File: src/rtl/stopwatch_sec_counter.sv
// stopwatch_sec_counter: debounced start/stop + clear buttons driving a
// 0..CNT_MAX seconds counter. It increments once every TICK_DIV clocks
// while running, and its carry pulse feeds the minutes stage.
module stopwatch_sec_counter #(
  parameter int unsigned TICK_DIV     = 50_000_000,
  parameter int unsigned DEBOUNCE_CYC = 1_000_000,
  parameter int unsigned CNT_MAX      = 59
) (
  input  logic       clock,
  input  logic       rst,
  input  logic       btn_ss,
  input  logic       btn_clr,
  output logic [5:0] hex,
  output logic       carry,
  output logic       run
);

  localparam int unsigned PRE_W = (TICK_DIV > 1) ? $clog2(TICK_DIV) : 1;
  localparam int unsigned DB_W  = $clog2(DEBOUNCE_CYC + 1);

  localparam logic [PRE_W-1:0] PRE_LAST = PRE_W'(TICK_DIV - 1);
  localparam logic [DB_W-1:0]  DB_LAST  = DB_W'(DEBOUNCE_CYC - 1);
  localparam logic [5:0]       HEX_MAX  = 6'(CNT_MAX);

  // Button lanes: bit 0 is start/stop, bit 1 is clear.
  localparam int BTN_SS  = 0;
  localparam int BTN_CLR = 1;

  localparam logic [1:0] S_IDLE  = 2'd0;
  localparam logic [1:0] S_RUN   = 2'd1;
  localparam logic [1:0] S_PAUSE = 2'd2;

  // Next count and wrap flag for one increment; wrap also covers any
  // out-of-range value so the counter can never stick above CNT_MAX.
  function automatic logic [6:0] count_step(input logic [5:0] cur);
    if (cur >= HEX_MAX) begin
      count_step = {1'b1, 6'd0};
    end else begin
      count_step = {1'b0, cur + 6'd1};
    end
  endfunction

  logic [1:0] btn_raw;
  assign btn_raw = {btn_clr, btn_ss};

  // ---------------------------------------------------------------------
  // Stage: two-flop synchronizers for the asynchronous buttons
  // ---------------------------------------------------------------------
  logic [1:0] meta_q;
  logic [1:0] sync_q;

  // Bring both raw buttons into the clock domain.
  always_ff @(posedge clock or posedge rst) begin
    if (rst) begin
      meta_q <= 2'b00;
      sync_q <= 2'b00;
    end else begin
      meta_q <= btn_raw;
      sync_q <= meta_q;
    end
  end

  // ---------------------------------------------------------------------
  // Stage: debouncers (level accepted after DEBOUNCE_CYC stable cycles)
  // ---------------------------------------------------------------------
  logic [1:0]      level_q;
  logic [1:0]      level_d;
  logic [DB_W-1:0] db_cnt_q [2];
  logic [DB_W-1:0] db_cnt_d [2];

  // Count cycles of disagreement; the cycle that would reach
  // DEBOUNCE_CYC instead adopts the new level and restarts the count.
  always_comb begin
    for (int i = 0; i < 2; i++) begin
      level_d[i]  = level_q[i];
      db_cnt_d[i] = '0;
      if (sync_q[i] != level_q[i]) begin
        if (db_cnt_q[i] == DB_LAST) begin
          level_d[i] = sync_q[i];
        end else begin
          db_cnt_d[i] = db_cnt_q[i] + DB_W'(1);
        end
      end
    end
  end

  // Debounce state registers.
  always_ff @(posedge clock or posedge rst) begin
    if (rst) begin
      level_q <= 2'b00;
      for (int i = 0; i < 2; i++) begin
        db_cnt_q[i] <= '0;
      end
    end else begin
      level_q <= level_d;
      for (int i = 0; i < 2; i++) begin
        db_cnt_q[i] <= db_cnt_d[i];
      end
    end
  end

  // ---------------------------------------------------------------------
  // Stage: rising-edge detection -> one-cycle commands
  // ---------------------------------------------------------------------
  logic [1:0] prev_q;
  logic       ss_p;
  logic       clr_p;

  // Delayed copy of the debounced levels; releases produce no command.
  always_ff @(posedge clock or posedge rst) begin
    if (rst) begin
      prev_q <= 2'b00;
    end else begin
      prev_q <= level_q;
    end
  end

  assign ss_p  = level_q[BTN_SS]  & ~prev_q[BTN_SS];
  assign clr_p = level_q[BTN_CLR] & ~prev_q[BTN_CLR];

  // ---------------------------------------------------------------------
  // Stage: control FSM, prescaler and seconds counter
  // ---------------------------------------------------------------------
  logic [1:0]       state_q;
  logic [1:0]       state_d;
  logic [PRE_W-1:0] pre_q;
  logic [PRE_W-1:0] pre_d;
  logic [5:0]       hex_q;
  logic [5:0]       hex_d;
  logic             carry_q;
  logic             carry_d;
  logic             tick;
  logic [6:0]       step_res;

  // Start/stop toggles between RUN and PAUSE; clear overrides everything.
  always_comb begin
    state_d = state_q;
    case (state_q)
      S_IDLE:  if (ss_p) state_d = S_RUN;
      S_RUN:   if (ss_p) state_d = S_PAUSE;
      S_PAUSE: if (ss_p) state_d = S_RUN;
      default: state_d = S_IDLE;
    endcase
    if (clr_p) begin
      state_d = S_IDLE;
    end
  end

  assign tick     = (state_q == S_RUN) && (pre_q == PRE_LAST);
  assign step_res = count_step(hex_q);

  // Prescaler runs only in RUN, holds in PAUSE so a resumed second
  // finishes its remaining cycles, and sits at zero in IDLE.
  always_comb begin
    pre_d = pre_q;
    if (clr_p || (state_q == S_IDLE)) begin
      pre_d = '0;
    end else if (state_q == S_RUN) begin
      pre_d = tick ? '0 : pre_q + PRE_W'(1);
    end
  end

  // Seconds count and wrap carry; clear zeroes the count without a carry.
  always_comb begin
    hex_d   = hex_q;
    carry_d = 1'b0;
    if (clr_p) begin
      hex_d = 6'd0;
    end else if (tick) begin
      hex_d   = step_res[5:0];
      carry_d = step_res[6];
    end
  end

  // Control and count registers.
  always_ff @(posedge clock or posedge rst) begin
    if (rst) begin
      state_q <= S_IDLE;
      pre_q   <= '0;
      hex_q   <= 6'd0;
      carry_q <= 1'b0;
    end else begin
      state_q <= state_d;
      pre_q   <= pre_d;
      hex_q   <= hex_d;
      carry_q <= carry_d;
    end
  end

  assign hex   = hex_q;
  assign carry = carry_q;
  assign run   = (state_q == S_RUN);

endmodule

File: config.mk
export PLATFORM = sky130hd
export DESIGN_NAME = stopwatch_sec_counter
export DESIGN_NICKNAME = d
export VERILOG_FILES = /design/src/rtl/stopwatch_sec_counter.sv
export SDC_FILE = /design/constraint.sdc
export NUM_CORES = 1
export LEC_CHECK = 0
export ABC_AREA = 1
export ABC_CLOCK_PERIOD_IN_PS = 6100
export CORE_ASPECT_RATIO = 0.7
export CORE_MARGIN = 1.5
export CORE_UTILIZATION = 55
export CTS_CLUSTER_DIAMETER = 150
export DETAILED_ROUTE_END_ITERATION = 12
export PLACE_DENSITY = 0.82
export SLEW_MARGIN = 20
export SYNTH_ARGS = -nofsm -noshare
export SYNTH_HDL_FRONTEND = slang
export SYNTH_SLANG_ARGS = --single-unit
File: constraint.sdc
create_clock -name clock -period 6.1 [get_ports clock]
set_input_delay 1.22 -clock clock [delete_from_list [all_inputs] [get_ports clock]]
set_output_delay 1.22 -clock clock [all_outputs]
set_load 0.01 [all_outputs]
==> Word level (Yosys, flattened, before mapping) <==
Index checks and enable logic that the tools add are counted.
{ "op_classes": {"add_sub_neg": 4, "n_lt_le_gt_ge": 1, "eq_ne": 9, "muxes": 16, "bitwise_logic": 4, "reduce_logical": 9} }
{ "op_table": {"columns": ["op", "count"], "rows": [
  ["20-bit two-way mux", 4],
  ["26-bit two-way mux", 3],
  ["20-bit by 1-bit adder with 20-bit output (second input constant)", 2],
  ["20-bit equality test (second input constant)", 2],
  ["26-bit by 1-bit adder with 26-bit output (second input constant)", 1],
  ["26-bit equality test (second input constant)", 1],
  ["6-bit two-way mux", 2],
  ["7-bit two-way mux", 1],
  ["6-bit by 1-bit adder with 6-bit output (second input constant)", 1],
  ["6-bit >= comparator (second input constant)", 1],
  ["2-bit two-way mux", 3],
  ["3-bit by 1-bit inequality test with 1-bit output (second input constant)", 2],
  ["2-bit AND reduction", 3],
  ["2-bit one-hot mux with 2 select lines", 1],
  ["2-bit nonzero test", 2],
  ["1-bit bitwise AND", 2],
  ["2-bit by 1-bit equality test with 1-bit output (second input constant)", 1],
  ["2-bit equality test (second input constant)", 1],
  ["2-bit logical NOT", 1],
  ["1-bit two-way mux", 2],
  ["1-bit inequality test", 2],
  ["1-bit NOT", 2],
  ["2-bit OR reduction", 1],
  ["1-bit logical AND", 1],
  ["1-bit logical OR", 1]
]} }
{ "word_totals": {"register_bits": 83, "in_bits": 4, "output_inout_bits": 8, "elab_cells": 54} }

==> Depth between registers and ports, before layout <==
Gate-level depths: netlist (run 1).
{ "depth": {"word_depth": 5, "mapped_depth": 10, "depth_no_buf": 10} }

==> Worst setup path before layout (run 1) <==
OpenSTA, ideal clock, no wires.
{ "synth_timing": {"path_type": "register -> output", "start": "reg state_q[1]", "end": "out run", "arrival_ps": 647, "t_required_ps": 4880, "slack_ps": 4233, "stages_incl_launch_ff": 4, "n_path_buf": 0, "path_cell_list": "dfrtp_1 > inv_1 > nand2_1 > inv_1"} }
{ "synth_between": {"elab_chain_cells": 1} }
{ "synth_rtl": {"columns": ["element", "line_no", "rtl"], "rows": [
  ["start, declared", "124", "logic [1:0] state_q;"],
  ["start signal, assigned", "183", "state_q <= state_d;"],
  ["2-bit by 1-bit equality test with 1-bit output", "192", "assign run = (state_q == S_RUN);"],
  ["end, declared", "15", "output logic run"]
]} }
Every way passes these cells.

==> Worst setup path in the final report (run 1) <==
Same ends and word-level chain as after synthesis.

==> metrics.cfg, run 1 <==
[run_status]
status=finished clean

[floorplan]
ioPinCount=12
die_area_mm2=0.008872
coreArea_mm2=0.007973
std_cell_rows=27
die_x_um=111.9
die_y_um=79.26
start_util_pct=57.31

[power_and_ir_drop]
internal_power_uw=897.1
clkPwrFrac_pct=48.5
seq_power_share_pct=49.3
ir_drop_mv=0.1789
switching_share_pct=20.79
power_density_mw_per_mm2=222.3
p_comb_share_pct=2.2
leakagePower_nw=2.228
p_switching_uw=235.5

[synthesis]
synth_edf_count=0
synth_seq_cells=83
synthSimpleGateAreaFrac_pct=34.26
muxShareOfSynthArea_pct=0
synth_nets=603
yosysSeqAreaShare_pct=45.45
avgSynthCellArea_um2=7.693
syn_inst=594
synth_xor_area_share_pct=7.092
synthFlopType=dfrtp_1
yosys_warnings=0
synthAdderAreaFrac_pct=1.369
synth_area_mm2=0.004569
synth_top_family_by_area=simple AND/OR/NAND/NOR gates
ys_types=31
postSynth.asyncResetShare_pct=100.0
synth_compound_area_share_pct=5.696

[drt]
drc=0
initialDrtViolationCount=290
dr_total_vias=3923
viasPerCell=5.449
drt-wirelength-per-cell_um=14.08
first_pass_iters=5
ant_nets=0
routed_wl_um=10140

[critical_path]
cp-start-kind=flop
path_max_fanout=6
rrSetupSlack_ps=4230
arrival_ps=1600
end_kind=output port
critPathKind=flop to output port
cp.required_ps=4880

[run]
maxCapViolations=0

[cts]
cts.sinks=83
insertion_delay_ps=340
root_buffer=clkbuf_16
cts.htree.levels=3
post_cts_resized=0
post-cts-setup-buffer-count=0
clk_pin_slew_ps=60
cts_tree=built
cts-buffers-inserted=9
holdBufCountCts=0
cts_buffer_depth=2

[finish]
diodes=0
n_fill_cell=653
nNetsFinal=624
final_common_cell=nand2_1
mostFrequentLayoutCells=149 x nand2_1, 114 x nor2_1, 83 x dfrtp_1
syn_to_final_growth_pct=11.53
drive_gt1_share_pct=8.078
final_cells=720

[timing]
period_minus_slack_ps=2821
final_max_slew_viol_count=0
max_freq_mhz=354.5
finalHoldViolations=0
worst_slew_pin_slew_ps=660.0
post-route-period-util_pct=46.24
slew_headroom_pct=56.00
fin_hold_ws_ps=357.9
setup-tns-final_ps=0
rsz0062_at_grt=false
skew_ps=5.329
setup_viol=0

[grt]
grt_use_total_pct=25.39
grt_pass1_wl_um=17760
antenna_found_initial=0
grt_pass1_vias=3854
grt_start_max_net_pins=52
grt-ovfl-total=0

[placed_design]
gp_congestion=0.9707
place_hpwl_um=7154
dp_cells=705
port-buffer-count=11

[worst_hold_path]
hp-class=flop to flop

==> critical path: stages, from the launching register on <==
cell	delay (ps)
dfrtp_1	360
inv_1	110
nand2_1	170
inv_1	100
clkdlybuf4s50_1	530
==> metrics by stage <==
stage	utilization [%]	area [um2]	power [mW]	setup slack, ps
2_1_floorplan	-	4569	0.5844	2743
4_1_cts	63.92	5096	1.143	3286
3_3_place_gp	60.12	4793	0.5924	3417
6_report	63.92	5096	1.133	3279
3_5_place_dp	60.12	4793	0.5937	3394
5_1_grt	63.92	5096	1.169	3212
==> worst paths after layout <==
kind | endpoint | from | cells past startpoint
setup / recovery | run | state_q[1] | 4
max in group asynchronous | pre_q[24] | rst | 3
setup reg to reg | pre_q[23] | pre_q[0] | 10
hold reg to reg | sync_q[1] | meta_q[1] | 0
hold / removal | sync_q[1] | meta_q[1] | 0
min in group asynchronous | db_cnt_q[21] | rst | 2
==> synth_stat cells (4+ instances only) <==
cell type | n | share of area (%)
nor2_1 | 114 | 9.4
nand2_1 | 149 | 12
nand2_2 | 4 | 0.55
ha_1 | 5 | 1.4
nor3_1 | 17 | 1.9
xnor2_1 | 7 | 1.3
xor2_1 | 30 | 5.8
nand3_1 | 45 | 4.9
inv_2 | 5 | 0.41
inv_1 | 61 | 5.0
nand4_1 | 17 | 2.3
o22ai_2 | 7 | 1.9
a21oi_1 | 10 | 1.1
dfrtp_1 | 83 | 45
o21ai_0 | 9 | 0.99
nor2_2 | 6 | 0.82
==> sequential cells by signal (all words and copies together), names as in the netlist, 2 cells and up <==
signal	count
pre_q	26
state_q	2
sync_q	2
prev_q	2
db_cnt_q	40
meta_q	2
level_q	2
hex	6
==> layer usage <==
metal	vias up	global-route usage, %	routed length (um)
li1	1922	-	-
met1	1830	35.85	4744
met2	154	38.27	4443
met3	17	5.573	780
met4	0	10.51	173
met5	-	0	0
==> power groups by stage <==
stage / clock network, mW / registers (mW) / logic (mW)
after global placement: 0 / 0.568 / 0.0247
final: 0.550 / 0.558 / 0.0246
after global routing: 0.581 / 0.559 / 0.0293
after CTS: 0.559 / 0.558 / 0.0256
after detailed placement: 0 / 0.568 / 0.0255
after floorplan: 0 / 0.567 / 0.0171
==> final cells by class <==
type | count | area (um2) | share of cell area, %
Clock buffer | 11 | 252.7 | 4.959
Sequential cell | 83 | 2077 | 40.76
Clock inverter | 4 | 50.05 | 0.9821
Inverter | 67 | 252.7 | 4.959
Tap cell | 101 | 126.4 | 2.480
Timing Repair Buffer | 13 | 125.1 | 2.455
Multi-Input combinational cell | 441 | 2212 | 43.41
==> cells by family after synthesis <==
| family | count (synthesis) |
|---|---|
| AO/OA/AOI/OAI | 37 |
| XOR/XNOR | 37 |
| adder cells (fa/ha/maj) | 5 |
| buffers and inverters | 70 |
| flip-flops | 83 |
| AND/OR/NAND/NOR | 362 |
(Power assumes the default switching activity.)
==> run 2, diff against run 1 <==
Settings changed: ABC_CLOCK_PERIOD_IN_PS 6100 to 2800.
Clock period 6.1 ns to 2.8 ns, I/O delays scaled along.
==> run 2 against run 1 <==
  * Critical path depth unchanged
  * First-iteration DRC count decreased by 7.9%
  * Worst setup slack got worse by 2600 ps
  * Combinational power increased by 130%
  * Critical endpoint unchanged
  * Largest cell class unchanged
==> metrics.cfg, run 2 (synthesized netlist as in run 1, its figures left out) <==
[critical_path]
timing.rr.end=pre_q[25]  ; was pre_q[23]
worst_path_max_delay_cell=clkdlybuf4s50_1  ; unchanged
cp.required_ps=2240  ; was 4880 ps
cp-start-kind=flop  ; unchanged
rrSetupSlack_ps=990  ; was 4230 ps
path_max_fanout=6  ; unchanged
cp_common_cell=inv_1  ; unchanged
end_kind=output port  ; unchanged
critical_path.max_stage_delay_ps=530  ; about the same
arrival_ps=1570  ; was 1600 ps
path_cells=inv_1 > nand2_1 > inv_1 > clkdlybuf4s50_1  ; unchanged
path_buf_inv=3  ; unchanged
crit_cells=4  ; unchanged
crit_start=state_q[1]  ; unchanged
critPathKind=flop to output port  ; unchanged
ff2ff_path_depth=10  ; unchanged
rr_startpoint=pre_q[0]  ; unchanged
critical_path.top_delay_family=buffers and inverters  ; unchanged
endpoint=run  ; unchanged

[timing]
setup_viol=0  ; unchanged
skew_ps=6.362  ; was 5.329 ps
worst_slew_pin_slew_ps=639.8  ; was 660.0 ps
final_max_slew_viol_count=0  ; unchanged
post-route-period-util_pct=75.96
slew_headroom_pct=57.02  ; was 56.00%
period_minus_slack_ps=2127
max_freq_mhz=470.2
finalHoldViolations=0  ; unchanged
rsz0062_at_grt=false  ; unchanged
setup-tns-final_ps=0  ; unchanged

[drt]
drt-wirelength-per-cell_um=13.39  ; was 14.08 um
routed_wl_um=9670  ; was 10140 um
ant_nets=0  ; unchanged
dr_total_vias=3881  ; was 3923
first_pass_iters=5  ; unchanged
drc=0  ; unchanged
initialDrtViolationCount=267  ; was 290
viasPerCell=5.375  ; was 5.449

[placed_design]
gp_congestion=0.9277  ; was 0.9707
place_hpwl_um=7083  ; was 7154 um
dp_cells=706  ; was 705
port-buffer-count=11  ; unchanged

[finish]
regMostFlops=db_cnt_q  ; unchanged
largest_register_ffs=40  ; unchanged
syn_to_final_growth_pct=12.08  ; was 11.53%
fin_util_pct=64.23  ; was 63.92%
nNetsFinal=625  ; was 624
drive_gt1_share_pct=8.374  ; was 8.078%
mostFrequentLayoutCells=149 x nand2_1, 114 x nor2_1, 83 x dfrtp_1  ; unchanged
final_cells=722  ; was 720
diodes=0  ; unchanged
final_common_cell=nand2_1  ; unchanged

[cts]
root_buffer=clkbuf_16  ; unchanged
clk_pin_slew_ps=60  ; about the same
post_cts_resized=0  ; unchanged
post-cts-setup-buffer-count=0  ; unchanged
cts-buffers-inserted=9  ; unchanged
cts.htree.levels=3  ; unchanged
holdBufCountCts=0  ; unchanged
cts_buffer_depth=2  ; unchanged
cts.sinks=83  ; unchanged
cts_tree=built  ; unchanged
insertion_delay_ps=330  ; was 340 ps

[run]
maxCapViolations=0  ; unchanged

[grt]
antenna_found_initial=0  ; unchanged
grt_pass1_vias=3669  ; was 3854
met1_usage_pct=34.10  ; was 35.85%
grt_pass1_wl_um=16880  ; was 17760 um
grt_use_total_pct=24.27  ; was 25.39%
top_usage_layer=met2  ; unchanged
use_met3_pct=6.031  ; was 5.573%
grt-ovfl-total=0  ; unchanged
grt_start_max_net_pins=44  ; was 52
grt_use_met2_pct=37.90  ; was 38.27%

[floorplan]
start_util_pct=57.31  ; unchanged
die_y_um=79.26  ; unchanged
std_cell_rows=27  ; unchanged
coreArea_mm2=0.007973  ; unchanged
die_x_um=111.9  ; unchanged
ioPinCount=12  ; unchanged
die_area_mm2=0.008872  ; unchanged

[worst_hold_path]
hp-class=flop to flop  ; unchanged

[power_and_ir_drop]
ir_drop_mv=0.4297  ; was 0.1789 mV
leakagePower_nw=2.239  ; was 2.228 nW
power_density_mw_per_mm2=484.7  ; was 222.3 mW/mm2
p_total_mw=2.482  ; was 1.133 mW

[run_status]
status=finished clean  ; unchanged

==> run 2: cell types whose count changed in the layout (fill, tap and decap cells not counted) <==
cell and delta:
inv_6 +3, clkbuf_8 -2, buf_12 +1, clkinv_2 -1, inv_8 +1
==> run 2: how the worst min path moves through the flow <==
stage,startpoint,slack (ps),cells after the start,to
after floorplan,meta_q[0],330,0,sync_q[0]
after global placement,meta_q[0],330,0,sync_q[0]
after detailed placement,meta_q[0],330,0,sync_q[0]
after CTS,meta_q[0],350,0,sync_q[0]
after global routing,meta_q[0],360,0,sync_q[0]
final,meta_q[0],350,0,sync_q[0]
==> run 2: metrics by stage <==
step / worst slack [ps] / cell area (um2) / hold WS [ps]
detailed placement: 1009 / 4813 / 334.7
global placement: 1065 / 4813 / 332.8
CTS: 682.5 / 5121 / 349.8
floorplan: 103.2 / 4569 / 331.2
finish: 673.2 / 5121 / 350.3
global route: 597.7 / 5121 / 359.1
==> run 2: where the power goes <==
group	total [mW]	internal [mW]	switching [mW]	leakage, nW
logic	0.0572	0.0158	0.0414	0.948
registers	1.21	1.21	0.00633	1.15
clock network	1.21	0.706	0.504	0.145
==> run 2: area by class of cell <==
| cell class | instances | area, um2 |
|---|---|---|
| clock buffer | 9 | 225.2 |
| clock inverter | 7 | 82.58 |
| fill | 644 | 2851 |
| inverter | 67 | 252.7 |
| multi-input combinational | 441 | 2212 |
| sequential | 83 | 2077 |
| tap | 101 | 126.4 |
| timing repair buffer | 14 | 145.1 |
==> run 2: worst register-to-register path: cells and delay by family (launching register included) <==
family | cells | cell delay (ps)
flip-flops | 1 | 430
buffers and inverters | 1 | 120
adder cells (fa/ha/maj) | 1 | 230
AND/OR/NAND/NOR | 8 | 900
==> run 2: routing by layer <==
metal | up-vias | routed length [um] | share of wire [%]
li1 | 1939 | - | -
met1 | 1798 | 4520 | 47
met2 | 134 | 4279 | 44
met3 | 10 | 780 | 8.1
met4 | 0 | 90 | 0.93
met5 | - | 0 | 0
